**config.mk**
```make
export PLATFORM = sky130hd
export DESIGN_NAME = seq_shift_add_mult
export DESIGN_NICKNAME = d
export VERILOG_FILES = /design/src/rtl/seq_shift_add_mult.sv
export SDC_FILE = /design/constraint.sdc
export NUM_CORES = 1
export LEC_CHECK = 0
export CORE_MARGIN = 1
export CORE_UTILIZATION = 59
export CTS_CLUSTER_SIZE = 12
export DETAILED_ROUTE_END_ITERATION = 7
export GPL_TIMING_DRIVEN = 0
export PLACE_DENSITY = 0.8
export SLEW_MARGIN = 20
export SYNTH_ARGS = -nofsm -noshare
export SYNTH_HDL_FRONTEND = slang
export SYNTH_SLANG_ARGS = --single-unit
```
**constraint.sdc**
```tcl
create_clock -name clk -period 4.51 [get_ports clk]
set_input_delay 0.902 -clock clk [delete_from_list [all_inputs] [get_ports clk]]
set_output_delay 0.902 -clock clk [all_outputs]
set_load 0.01 [all_outputs]
```
**src/rtl/seq_shift_add_mult.sv**
```systemverilog
// Sequential unsigned N x N shift-and-add multiplier. Each RUN cycle adds one partial product.
// The loop ends after exactly N iterations, and the 2N-bit product is held until the next result.
module seq_shift_add_mult #(
  parameter int N = 4
) (
  input  logic             clk,
  input  logic             rst_n,
  input  logic             start,
  input  logic [N-1:0]     a,
  input  logic [N-1:0]     b,
  output logic             busy,
  output logic             done,
  output logic [2*N-1:0]   product
);

  localparam int CW = $clog2(N + 1);
  localparam logic [CW-1:0] CNT_ONE  = CW'(1);
  localparam logic [CW-1:0] CNT_LAST = CW'(N);

  typedef enum logic [1:0] {
    IDLE,
    RUN,
    DONE
  } state_t;

  state_t           state_q, state_d;
  logic [2*N-1:0]   mcand_q, mcand_d;
  logic [2*N-1:0]   acc_q, acc_d;
  logic [2*N-1:0]   product_q, product_d;
  logic [N-1:0]     mplier_q, mplier_d;
  logic [CW-1:0]    cnt_q, cnt_d;
  logic             busy_q, busy_d;
  logic             done_q, done_d;

  logic [CW-1:0]    cnt_inc;
  logic [2*N-1:0]   acc_sum;
  logic             cnt_ne_last;

  // Shared inequality comparator; the loop exits once it stops reporting "not equal".
  function automatic logic ne_cmp(input logic [CW-1:0] x, input logic [CW-1:0] y);
    return x != y;
  endfunction

  always_comb begin
    // NOTE: every variable gets a default first so no path leaves it unassigned,
    // which would otherwise infer a latch.
    state_d   = state_q;
    mcand_d   = mcand_q;
    acc_d     = acc_q;
    product_d = product_q;
    mplier_d  = mplier_q;
    cnt_d     = cnt_q;

    cnt_inc     = cnt_q + CNT_ONE;
    acc_sum     = mplier_q[0] ? acc_q + mcand_q : acc_q;
    cnt_ne_last = ne_cmp(cnt_inc, CNT_LAST);

    case (state_q)
      IDLE, DONE: begin
        if (start) begin
          mcand_d  = {{N{1'b0}}, a};
          mplier_d = b;
          acc_d    = '0;
          cnt_d    = '0;
          state_d  = RUN;
        end else begin
          state_d  = IDLE;
        end
      end
      RUN: begin
        acc_d    = acc_sum;
        mcand_d  = mcand_q << 1;
        mplier_d = mplier_q >> 1;
        cnt_d    = cnt_inc;
        if (!cnt_ne_last) begin
          state_d   = DONE;
          product_d = acc_sum;
        end
      end
      default: state_d = IDLE;
    endcase

    // Outputs are registered from the next state so they line up with state_q.
    busy_d = (state_d == RUN);
    done_d = (state_d == DONE);
  end

  // NOTE: sequential state uses non-blocking assignments so every flop samples
  // pre-edge values, independent of statement order.
  always_ff @(posedge clk or negedge rst_n) begin
    if (!rst_n) begin
      state_q   <= IDLE;
      mcand_q   <= '0;
      acc_q     <= '0;
      product_q <= '0;
      mplier_q  <= '0;
      cnt_q     <= '0;
      busy_q    <= 1'b0;
      done_q    <= 1'b0;
    end else begin
      state_q   <= state_d;
      mcand_q   <= mcand_d;
      acc_q     <= acc_d;
      product_q <= product_d;
      mplier_q  <= mplier_d;
      cnt_q     <= cnt_d;
      busy_q    <= busy_d;
      done_q    <= done_d;
    end
  end

  assign busy    = busy_q;
  assign done    = done_q;
  assign product = product_q;

endmodule

```
==> implementation parameters <==
Parameter                              Value

Outcome
  Result of the run ... finished, final reports clean

Finish
  Area used by multi-input combinational logic ... between 800 and 900 um2
  Synthesis-to-finish area growth ... 18.9%
  Total Nets Final ... about 230
  Count of placed standard cells in the final layout, fillers left out ... 240
  Diode count ... 0
  Total area of sequential cells ... 876 um2
  Layout cells sized above 1 ... between 6 and 7%
  Total of fill cells in the finished design ... approximately 210

Setup path
  Kind of capture point of the worst setup path ... register
  Arr. time, crit path ... ~2.5 ns
  Element type at the critical path start ... input port
  WS Path Type ... in2reg
  Worst-path maximum fanout ... 10
  Data required time of the critical path ... 4.77 ns

Pwr
  Static Leakage ... roughly 0.00097 uW
  Part of the power in the clock network ... a little over an eighth
  Cell internal power dissipation ... roughly 880 uW
  Power per cell area ... around 730 mW/mm2
  Sequential power share ... between 30% and 40%
  Net switching power figure ... 641 uW
  Comb pwr share ... between 50% and 60%
  Maximum vdd drop ... roughly 0.53 mV
  Switching power as a share of total power ... a little over two fifths

CTS
  TritonCTS clock tree ... yes
  Post-cts repair resize count ... 0
  Worst-skew pair later-pin latency ... approximately 0.34 ns
  Worst-case clock buffer depth ... 2
  Number of sinks driven by the clock tree ... 35
  Clock Tree Root ... sky130_fd_sc_hd__clkbuf_4
  Number of buffers created by CTS ... 5
  Number of buffers inserted by hold repair at cts ... 0
  Setup Buffers After CTS ... 0
  Clock-pin slew reported for the worst setup and hold paths after clock tree synthesis ... 0.10 ns
  H-tree depth ... 2

Placement
  Input/output buffers ... 20
  Routability Congestion ... between 0.8 and 0.9
  Count of placed standard cells including taps ... about 230
  HPWL after detailed placement ... roughly 2600 um

Timing
  Final-layout setup total negative slack ... 0 ns
  Relative slew slack ... ~52%
  Count of endpoints failing hold in the final timing report ... 0
  Share of the clock period used by the worst path ... roughly half
  Achievable clock frequency ... around 440 MHz
  Final setup fails ... 0
  Max-slew violations ... 0
  Unrepaired setup endpoints after global routing ... false
  Setup skew after layout ... approximately 0.0075 ns
  Slew at the pin closest to its max-slew limit ... about 0.7 ns
  Post-layout min period ... roughly 2.3 ns

Drt
  Number of DRC markers in iteration 0 ... between 50 and 60
  Vias post-DR ... 1417
  Number of nets still failing antenna checks after routing ... 0
  Post-detailed-route wirelength per cell ... around 15 um
  Detailed Route WL ... between 3000 and 4000 um
  Residual DRC ... 0
  Vias per Instance ... 5.90
  First-pass DRT Iterations ... 4

Synthesis
  Fraction of registers with async set/reset ... 100%
  Number of flops mapped to enable cells by yosys ... 0
  Mean instance size in the synthesized netlist ... slightly below 10 um2
  Synth cell types ... 32
  Summed instance area of the synthesized netlist ... 0.00175 mm2
  Register area share after synthesis ... around 50%
  Synthesized instance count ... 180
  Most used flip-flop cell after synthesis ... sky130_fd_sc_hd__dfrtp_1
  Syn nets ... ~200
  Synth Register Bits ... 35
  Syn. warnings ... 0

Floorplanning
  Standard cell core area ... approximately 0.0028 mm2
  Placement row count ... 19
  Die Width ... 56.4 um
  Die Y ... between 50 and 60 um
  Top-Level Pins ... 21
  Initial Utilization ... between 60% and 70%
  Floorplan die area ... about 0.0032 mm2

Global route
  Wire length of the first global-routing pass ... ~6000 um
  Number of global-route vias before repair ... 1374
  Initial antenna violation count ... 0
  Total gr overflow ... 0
  Global-route usage over all layers ... approximately a quarter
  Pin count of the biggest net entering global routing ... 22

Run
  Maximum capacitance violations ... 0

Hold path
  Class of the tightest hold or removal check ... in2async
==> placed cells by master (no fill, tap or decap), drive strengths merged, types with 2 or more instances in the layout <==
cell	n
xnor2	2
o21a	2
nor2b	2
a211oi	2
nor2	11
o21ai	17
a31oi	6
clkdlybuf4s50	19
a22o	7
a21oi	9
and3	3
nor3	2
inv	3
mux2i	3
o31ai	2
nand2b	2
ha	9
nand3	12
clkbuf	15
buf	4
xor2	4
dfrtp	35
nand2	30
==> routing by layer <==
layer / global-route usage [%] / part of all wire [%] / vias to the layer above
li1: - / - / 693
met1: 34.0 / 45 / 671
met2: 41.5 / 49 / 49
met3: 6.91 / 4.7 / 4
met4: 9.41 / 1.3 / 0
met5: 0 / 0 / -
==> cells in the mapped netlist, types with 2 or more instances <==
cell | number | area share, %
sky130_fd_sc_hd__o21ai_0 | 17 | 4.9
sky130_fd_sc_hd__nand2_1 | 30 | 6.5
sky130_fd_sc_hd__nor2_1 | 11 | 2.4
sky130_fd_sc_hd__mux2i_1 | 3 | 1.7
sky130_fd_sc_hd__dfrtp_1 | 35 | 50
sky130_fd_sc_hd__clkbuf_1 | 7 | 1.5
sky130_fd_sc_hd__o21a_1 | 2 | 0.86
sky130_fd_sc_hd__nor3_1 | 2 | 0.57
sky130_fd_sc_hd__a21oi_1 | 9 | 2.6
sky130_fd_sc_hd__xor2_1 | 4 | 2.0
sky130_fd_sc_hd__xnor2_1 | 2 | 1.0
sky130_fd_sc_hd__ha_1 | 9 | 6.5
sky130_fd_sc_hd__nand3_1 | 12 | 3.4
sky130_fd_sc_hd__inv_1 | 3 | 0.65
sky130_fd_sc_hd__a31oi_1 | 6 | 2.2
sky130_fd_sc_hd__nor2b_1 | 2 | 0.72
sky130_fd_sc_hd__o31ai_1 | 2 | 0.86
sky130_fd_sc_hd__and3_1 | 3 | 1.1
sky130_fd_sc_hd__a22o_1 | 7 | 3.5
sky130_fd_sc_hd__nand2b_1 | 2 | 0.72
==> state kept, by name (all words and copies together) (netlist names) <==
name / flops
mplier_q: 4
done: 1
cnt_q: 3
mcand_q: 8
acc_q: 8
busy: 1
product: 8
state_q: 2
==> path summary, 6_finish.rpt <==
kind / from / end / slack (ns) / cells past startpoint
worst max register to register: mcand_q[0] / acc_q[6] / 2.34 / 7
worst min-delay path: rst_n / mplier_q[3] / 0.47 / 1
worst max-delay path: start / cnt_q[2] / 2.24 / 6
worst min register to register: product[2] / product[2] / 0.49 / 2
max in group asynchronous: rst_n / mcand_q[3] / 3.61 / 2
min in group clk: product[2] / product[2] / 0.49 / 2
==> worst max-delay path, stage by stage <==
cell	delay, ns
sky130_fd_sc_hd__clkdlybuf4s50_1	0.42
sky130_fd_sc_hd__nor2b_1	0.13
sky130_fd_sc_hd__clkbuf_1	0.20
sky130_fd_sc_hd__nor2_1	0.60
sky130_fd_sc_hd__o21ai_0	0.17
sky130_fd_sc_hd__o21ai_0	0.11
==> power by group through the flow <==
stage	registers (uW)	logic [uW]	clock network (uW)
after floorplan	550	534	0
after global placement	548	736	0
after CTS	548	774	200
after global routing	564	871	214
final	550	776	198
after detailed placement	554	770	0
==> cells by family (layout without fill, tap and decap cells) <==
family | Yosys count | in the layout | synth area share [%]
compound gates | 48 | 48 | 17.4
xor+xnor | 6 | 6 | 3.01
fa+ha+maj | 10 | 10 | 7.60
buf+inv | 12 | 41 | 2.65
flops | 35 | 35 | 50.2
mux | 4 | 4 | 2.37
simple gates | 65 | 65 | 16.8
==> layout make-up <==
class	count	share of cell area (%)
Timing Repair Buffer	21	10.7
Multi-Input combinational cell	133	39.7
Clock buffer	8	3.32
Buffer	9	1.69
Sequential cell	35	42.2
Inverter	3	0.542
Tap cell	31	1.87
==> per-stage QoR <==
stage	hold WS [ns]	power (uW)	cell area, um2	utilization, %	setup slack, ns
floorplan	0.450	1080	1750	-	2.55
global placement	0.464	1280	1980	71.3	1.88
detailed placement	0.475	1320	2010	72.2	1.90
CTS	0.465	1520	2080	74.6	2.25
global route	0.487	1650	2080	74.6	2.11
finish	0.466	1520	2080	74.6	2.24
Note: power is estimated with default switching activity, not from simulation.
